$ cat config.mk
export PLATFORM = sky130hd
export DESIGN_NAME = pipe_sequencer
export DESIGN_NICKNAME = d
export VERILOG_FILES = /design/src/rtl/pipe_pkg.sv /design/src/rtl/pipe_fwd_select.sv /design/src/rtl/pipe_sequencer.sv
export SDC_FILE = /design/constraint.sdc
export NUM_CORES = 1
export LEC_CHECK = 0
export ABC_AREA = 1
export CAP_MARGIN = 20
export CORE_ASPECT_RATIO = 1.2
export CORE_UTILIZATION = 45
export CTS_BUF_LIST = sky130_fd_sc_hd__clkbuf_8
export DETAILED_ROUTE_END_ITERATION = 6
export DONT_BUFFER_PORTS = 1
export GPL_TIMING_DRIVEN = 0
export PLACE_DENSITY = 0.66
export SYNTH_ARGS = -nofsm -noshare
export SYNTH_HDL_FRONTEND = slang
export SYNTH_SLANG_ARGS = --single-unit
export TNS_END_PERCENT = 30
$ cat constraint.sdc
create_clock -name clk -period 3.9 [get_ports clk]
set_input_delay 0.78 -clock clk [delete_from_list [all_inputs] [get_ports clk]]
set_output_delay 0.78 -clock clk [all_outputs]
set_load 0.02 [all_outputs]
$ cat src/rtl/pipe_pkg.sv
// Shared types and constants for the pipeline sequencer and its forwarding search.
package pipe_pkg;

   localparam int IF       = 0;
   localparam int ID       = 1;
   localparam int FWD_NONE = 0;

   // Register addresses are stored zero-extended so one struct serves any REGADDR <= RD_MAXW.
   localparam int RD_MAXW  = 8;

   typedef struct packed {
      logic [RD_MAXW-1:0] rd;
      logic               regwrite;
      logic               memread;
   } stage_meta_t;

   function automatic int fwdw(input int depth, input int ex_stage);
      return ($clog2(depth - ex_stage) < 1) ? 1 : $clog2(depth - ex_stage);
   endfunction

endpackage

$ cat src/rtl/pipe_fwd_select.sv
// Nearest-producer priority search for one EX operand; index 0 of the producer
// vectors is the stage directly after EX.
module pipe_fwd_select
   import pipe_pkg::*;
#(
   parameter int NPROD    = 2,
   parameter int FWDW     = 2,
   parameter int ZERO_REG = 31
) (
   input  logic [RD_MAXW-1:0]            src,
   input  logic                          src_use,
   input  logic                          consumer_valid,
   input  logic [NPROD-1:0]              prod_en,
   input  logic [NPROD-1:0][RD_MAXW-1:0] prod_rd,
   output logic [FWDW-1:0]               sel
);

   always_comb begin
      sel = FWDW'(FWD_NONE);
      if (consumer_valid && src_use && (src != RD_MAXW'(ZERO_REG))) begin
         // Scan oldest to youngest so the nearest match is written last.
         for (int d = NPROD; d >= 1; d--) begin
            if (prod_en[d-1] && (prod_rd[d-1] == src)) begin
               sel = FWDW'(d);
            end
         end
      end
   end

endmodule

$ cat src/rtl/pipe_sequencer.sv
// Pipeline control: per-stage valid/metadata tracking, load-use stall, branch flush
// and EX forwarding selects. PIPE_SEQUENCER_STATS_EN adds saturating event counters.
module pipe_sequencer
   import pipe_pkg::*;
#(
   parameter int DEPTH        = 5,
   parameter int EX_STAGE     = 2,
   parameter int BRANCH_STAGE = 4,
   parameter int REGADDR      = 5,
   parameter int ZERO_REG     = 31
`ifdef PIPE_SEQUENCER_STATS_EN
   ,
   parameter int CNTW         = 32
`endif
) (
   input  logic                                clk,
   input  logic                                rst,
   input  logic                                if_valid,
   input  logic [REGADDR-1:0]                  id_ra,
   input  logic [REGADDR-1:0]                  id_rb,
   input  logic                                id_ra_use,
   input  logic                                id_rb_use,
   input  logic [REGADDR-1:0]                  id_rd,
   input  logic                                id_regwrite,
   input  logic                                id_memread,
   input  logic                                branch_taken,
   output logic [DEPTH-1:0]                    stage_valid,
   output logic                                stall,
   output logic                                flush,
   output logic [fwdw(DEPTH, EX_STAGE)-1:0]    fwd_a,
   output logic [fwdw(DEPTH, EX_STAGE)-1:0]    fwd_b,
   output logic                                wb_regwrite
`ifdef PIPE_SEQUENCER_STATS_EN
   ,
   output logic [CNTW-1:0]                     stat_stalls,
   output logic [CNTW-1:0]                     stat_flushes,
   output logic [CNTW-1:0]                     stat_retired
`endif
);

   localparam int FWDW  = fwdw(DEPTH, EX_STAGE);
   localparam int NPROD = DEPTH - 1 - EX_STAGE;
   localparam logic [RD_MAXW-1:0] ZR = RD_MAXW'(ZERO_REG);

   logic [DEPTH-1:0]   valid_q;
   logic [DEPTH-1:0]   valid_src;
   logic [DEPTH-1:0]   valid_d;
   stage_meta_t        meta_q [DEPTH-1:EX_STAGE];
   logic [RD_MAXW-1:0] ex_ra_q;
   logic [RD_MAXW-1:0] ex_rb_q;
   logic               ex_ra_use_q;
   logic               ex_rb_use_q;

   logic [RD_MAXW-1:0] id_ra_x;
   logic [RD_MAXW-1:0] id_rb_x;
   logic [RD_MAXW-1:0] id_rd_x;
   logic               load_use;

   logic [NPROD-1:0]              prod_en;
   logic [NPROD-1:0][RD_MAXW-1:0] prod_rd;

   assign id_ra_x = RD_MAXW'(id_ra);
   assign id_rb_x = RD_MAXW'(id_rb);
   assign id_rd_x = RD_MAXW'(id_rd);

   always_comb begin
      load_use = valid_q[ID] && valid_q[EX_STAGE]
              && meta_q[EX_STAGE].memread && meta_q[EX_STAGE].regwrite
              && (meta_q[EX_STAGE].rd != ZR)
              && ((id_ra_use && (id_ra_x == meta_q[EX_STAGE].rd))
               || (id_rb_use && (id_rb_x == meta_q[EX_STAGE].rd)));
   end

   assign flush = branch_taken && valid_q[BRANCH_STAGE];
   assign stall = load_use && !flush;

   // Instructions younger than a taken branch are dropped before the shift, so
   // none of them survives into the branch's old slot either.
   always_comb begin
      valid_src = valid_q;
      if (flush) begin
         valid_src[BRANCH_STAGE-1:0] = '0;
      end
      valid_d = {valid_src[DEPTH-2:0], if_valid && !flush};
      if (stall) begin
         valid_d[IF]       = valid_q[IF];
         valid_d[ID]       = valid_q[ID];
         valid_d[EX_STAGE] = 1'b0;
      end
   end

   always_ff @(posedge clk) begin
      if (rst) begin
         valid_q     <= '0;
         for (int k = EX_STAGE; k < DEPTH; k++) begin
            meta_q[k] <= '0;
         end
         ex_ra_q     <= '0;
         ex_rb_q     <= '0;
         ex_ra_use_q <= 1'b0;
         ex_rb_use_q <= 1'b0;
      end else begin
         valid_q <= valid_d;
         if (stall) begin
            meta_q[EX_STAGE] <= '0;
         end else begin
            meta_q[EX_STAGE].rd       <= id_rd_x;
            meta_q[EX_STAGE].regwrite <= id_regwrite;
            meta_q[EX_STAGE].memread  <= id_memread;
            ex_ra_q     <= id_ra_x;
            ex_rb_q     <= id_rb_x;
            ex_ra_use_q <= id_ra_use;
            ex_rb_use_q <= id_rb_use;
         end
         for (int k = EX_STAGE + 1; k < DEPTH; k++) begin
            meta_q[k] <= meta_q[k-1];
         end
      end
   end

   always_comb begin
      for (int d = 1; d <= NPROD; d++) begin
         prod_en[d-1] = valid_q[EX_STAGE+d] && meta_q[EX_STAGE+d].regwrite;
         prod_rd[d-1] = meta_q[EX_STAGE+d].rd;
      end
   end

   pipe_fwd_select #(
      .NPROD    (NPROD),
      .FWDW     (FWDW),
      .ZERO_REG (ZERO_REG)
   ) u_fwd_a (
      .src            (ex_ra_q),
      .src_use        (ex_ra_use_q),
      .consumer_valid (valid_q[EX_STAGE]),
      .prod_en        (prod_en),
      .prod_rd        (prod_rd),
      .sel            (fwd_a)
   );

   pipe_fwd_select #(
      .NPROD    (NPROD),
      .FWDW     (FWDW),
      .ZERO_REG (ZERO_REG)
   ) u_fwd_b (
      .src            (ex_rb_q),
      .src_use        (ex_rb_use_q),
      .consumer_valid (valid_q[EX_STAGE]),
      .prod_en        (prod_en),
      .prod_rd        (prod_rd),
      .sel            (fwd_b)
   );

   assign stage_valid = valid_q;
   assign wb_regwrite = valid_q[DEPTH-1] && meta_q[DEPTH-1].regwrite;

`ifdef PIPE_SEQUENCER_STATS_EN
   always_ff @(posedge clk) begin
      if (rst) begin
         stat_stalls  <= '0;
         stat_flushes <= '0;
         stat_retired <= '0;
      end else begin
         if (stall && (stat_stalls != '1)) begin
            stat_stalls <= stat_stalls + 1'b1;
         end
         if (flush && (stat_flushes != '1)) begin
            stat_flushes <= stat_flushes + 1'b1;
         end
         if (valid_q[DEPTH-1] && (stat_retired != '1)) begin
            stat_retired <= stat_retired + 1'b1;
         end
      end
   end
`endif

endmodule

==> implementation parameters <==
Parameter                              Value

Synth
  Number of synthesized register bits ... 36
  Avg Cell Area, Syn ... between 7 and 8 µm²
  Synth top cells by count ... 55 x sky130_fd_sc_hd__nand2_1, 36 x sky130_fd_sc_hd__nor2_1, 35 x sky130_fd_sc_hd__inv_1
  Most frequent cell after synthesis ... sky130_fd_sc_hd__nand2_1
  Cell Area, Synth ... 1780 µm²
  Area share of the leading cell type in the synthesized netlist ... between 30% and 40%
  Post-synth cell types ... 28
  Area leader, netlist ... sky130_fd_sc_hd__dfxtp_1
  Post-synth EDFFs ... 7
  Fraction of the yosys area taken by sequential cells ... roughly 45%
  Number of cells produced by synthesis ... around 250
  Total number of yosys warnings ... 0
  Fraction of registers with async set or reset after synthesis ... 0%
  Cell types occupying the most area after synthesis ... sky130_fd_sc_hd__dfxtp_1 33%, sky130_fd_sc_hd__edfxtp_1 12%, sky130_fd_sc_hd__nand2_1 12%, sky130_fd_sc_hd__nor2_1 7.6%, sky130_fd_sc_hd__inv_1 7.4%
  Top FF cell, synth ... sky130_fd_sc_hd__dfxtp_1

Pwr
  IR Drop Worst-Case VDD ... about 0.00027 V
  Leakage dissipation ... approximately 0.96 nW
  Total power ... a little over 800 µW
  Total power divided by cell area ... between 400 and 500 nW/µm²

Drt
  Count of TritonRoute iterations in the first routing pass ... 4
  ANT nets after route ... 0
  Post-detailed-route via-to-cell ratio ... approximately 4.7
  Detailed-route DRC error count ... 0
  Average routed wire per standard cell ... approximately 12 µm
  Final wirelength ... 3660 µm
  Initial drt markers ... 37
  Via count ... between 1000 and 1500

Flow run
  Max-cap check violation count ... 0

Clock network
  Cells resized by post-CTS repair ... 0
  Clock tree from TritonCTS ... built
  CTS buffer count ... 5
  Hold buffers post-CTS ... 0
  CTS clk-pin slew, worst paths ... about 0.070 ns
  Number of setup buffers added after CTS ... 0
  Maximum count of clock buffers along a single path ... 2
  Number of sinks driven by the clock tree ... 36
  CTS Root Buffer Type ... sky130_fd_sc_hd__clkbuf_8
  Clock latency on the worst-skew pair ... between 0.2 and 0.3 ns
  H-tree levels ... 2

Setup path
  CP Max Fanout ... 10
  Kind of end point of the critical path ... output pin
  Critical path cell sequence ... nand2_2 -> nand2_1 -> nor3_2 -> nand2_2 -> buf_6 -> inv_1
  Cell repeated most along the worst path ... sky130_fd_sc_hd__nand2_2
  Buffering stage count on the worst path with inverters included ... 2
  Family of cells with the greatest summed delay on the critical path ... simple AND/OR/NAND/NOR gates
  Peak per-stage delay on the critical path ... between 0.3 and 0.4 ns
  Critical path type ... primary input to output pin
  Required arrival time at the worst endpoint ... 3.12 ns
  FF-to-FF path depth ... 5
  Startpoint type of the worst setup path ... primary input
  Worst Path Arrival ... ~1.8 ns
  Total stage count of the critical path ... 6
  Worst-path cell with the longest stage delay ... sky130_fd_sc_hd__nor3_2

Min path
  Class of the tightest hold or removal check ... flip-flop to flip-flop
  Worst Hold Path Cells ... 2

Placement
  IO buf count ... 0
  Post-detailed-placement half-perimeter wirelength ... around 2900 µm
  Number of instances in the placed design ... a little over 300
  Global placer's final weighted congestion ... approximately 0.83

Final layout
  Antenna diodes ... 0
  Fraction of final layout cells with drive strength greater than 1 ... roughly 9%
  Post-layout net count ... between 200 and 300
  Post-Layout Cell Count ... approximately 310
  Relative area change from synthesis to final layout ... 11.0%

Status
  Status ... completed

Die
  Die outline area ... about 4200 µm²
  Number of rows in the core area ... 24
  Initial core utilization ... 48.1%
  Overall die width ... 59.4 µm
  Core outline area ... roughly 3700 µm²
  Floorplan die height ... about 71 µm
  I/O pins ... 35

Global routing
  Number of global-route vias before repair ... around 1500
  Global-route wire length before repair ... 6100 µm
  Largest net degree at the start of global routing ... 12
  Antenna violations before repair ... 0
  GRT Resource Usage Total ... between 10% and 20%
  Residual overflow from global routing ... 0

STA
  Sum of negative setup slack ... 0 ns
  Final count of negative-setup-slack endpoints ... 0
  Final period demand of the worst path ... 2.56 ns
  Transition time at the pin with the least slew margin ... approximately 0.69 ns
  Maximum clock rate ... 391 MHz
  Max Clock Skew ... 0.00342 ns
  Count of final hold-check violations ... 0
  Worst rel slew slack ... 54.1%
  Unrepaired setup endpoints after global routing ... false
  Number of max-slew violations in the final report ... 0
  Final clock period utilization by the worst path ... approximately two thirds
==> state kept, by name (all words and copies together), names as in the netlist <==
register and cells:
ex_ra_use_q 1, ex_rb_q 5, stage_valid 5, meta_q 19, ex_ra_q 5, ex_rb_use_q 1
==> final cells by class <==
class	instances	area [µm²]
Sequential cell	36	791
Fill cell	376	1720
Multi-Input combinational cell	167	811
Clock buffer	5	68.8
Tap cell	52	65.1
Clock inverter	3	38.8
Buffer	8	47.5
Inverter	40	150
==> layer usage <==
layer  up-vias  wire length (µm)  track usage [%]
li1        788                 -                -
met1       644              1630             22.6
met2        27              1800             33.2
met3        10               110             3.66
met4         0               123             13.0
met5         -                 0                0
==> final timing paths <==
check / startpoint / end / slack [ns]
max: branch_taken / stall / 1.34
min: meta_q[3][1] / meta_q[4][1] / 0.42
max reg2reg: stage_valid[1] / meta_q[2][6] / 2.33
min reg2reg: meta_q[3][1] / meta_q[4][1] / 0.42
==> worst register-to-register path: stages (launching register included) <==
cell	delay (ns)
sky130_fd_sc_hd__dfxtp_1	0.45
sky130_fd_sc_hd__nand2_1	0.14
sky130_fd_sc_hd__nor3_2	0.31
sky130_fd_sc_hd__nand2_2	0.18
sky130_fd_sc_hd__nand2_2	0.19
sky130_fd_sc_hd__nor2_1	0.06
==> logic make-up (layout without fill, tap and decap cells) <==
| kind of cell | count (synthesis) | after routing | share of synthesized area, % |
|---|---|---|---|
| flip-flops | 36 | 36 | 44.5 |
| AO/OA/AOI/OAI | 12 | 12 | 4.16 |
| XOR/XNOR | 13 | 13 | 6.41 |
| buffers and inverters | 48 | 56 | 11.1 |
| other | 1 | 7 | 0.211 |
| AND/OR/NAND/NOR | 135 | 135 | 33.6 |
==> layout by cell type, fill, tap and decap left out <==
| cell type | netlist | layout |
|---|---|---|
| sky130_fd_sc_hd__a21oi_1 | 5 | 5 |
| sky130_fd_sc_hd__a31oi_1 | 1 | 1 |
| sky130_fd_sc_hd__and2_1 | 1 | 1 |
| sky130_fd_sc_hd__buf_1 | 2 | 2 |
| sky130_fd_sc_hd__buf_2 | 2 | 2 |
| sky130_fd_sc_hd__buf_4 | 2 | 2 |
| sky130_fd_sc_hd__buf_6 | 1 | 1 |
| sky130_fd_sc_hd__bufinv_16 | 0 | 1 |
| sky130_fd_sc_hd__clkbuf_1 | 1 | 1 |
| sky130_fd_sc_hd__clkbuf_8 | 0 | 5 |
| sky130_fd_sc_hd__clkinv_2 | 0 | 1 |
| sky130_fd_sc_hd__conb_1 | 1 | 7 |
| sky130_fd_sc_hd__dfxtp_1 | 29 | 29 |
| sky130_fd_sc_hd__edfxtp_1 | 7 | 7 |
| sky130_fd_sc_hd__inv_1 | 35 | 36 |
| sky130_fd_sc_hd__inv_2 | 5 | 5 |
| sky130_fd_sc_hd__nand2_1 | 55 | 55 |
| sky130_fd_sc_hd__nand2_2 | 4 | 4 |
| sky130_fd_sc_hd__nand3_1 | 17 | 17 |
| sky130_fd_sc_hd__nand3b_1 | 1 | 1 |
| sky130_fd_sc_hd__nand4_1 | 14 | 14 |
| sky130_fd_sc_hd__nor2_1 | 36 | 36 |
| sky130_fd_sc_hd__nor3_1 | 4 | 4 |
| sky130_fd_sc_hd__nor3_2 | 1 | 1 |
| sky130_fd_sc_hd__nor3b_1 | 1 | 1 |
| sky130_fd_sc_hd__o2111ai_1 | 3 | 3 |
| sky130_fd_sc_hd__o21ai_0 | 2 | 2 |
| sky130_fd_sc_hd__o22ai_1 | 1 | 1 |
| sky130_fd_sc_hd__or2_2 | 1 | 1 |
| sky130_fd_sc_hd__xnor2_1 | 11 | 11 |
| sky130_fd_sc_hd__xor2_1 | 2 | 2 |
==> metrics by stage <==
stage,cell area [µm²],hold slack [ns],worst slack (ns),util (%)
6_report,1970,0.422,1.34,53.4
5_1_grt,1970,0.453,1.23,53.4
4_1_cts,1970,0.424,1.33,53.4
3_5_place_dp,1860,0.414,1.33,50.5
3_3_place_gp,1860,0.408,1.34,50.5
2_1_floorplan,1800,0.403,1.49,-
==> power breakdown <==
| part | total [mW] | internal, mW | switching [mW] |
|---|---|---|---|
| Sequential | 0.423 | 0.401 | 0.0215 |
| Clock | 0.323 | 0.187 | 0.136 |
| Combinational | 0.0743 | 0.0308 | 0.0435 |
| Total | 0.820 | 0.619 | 0.201 |
(Power assumes the default switching activity.)
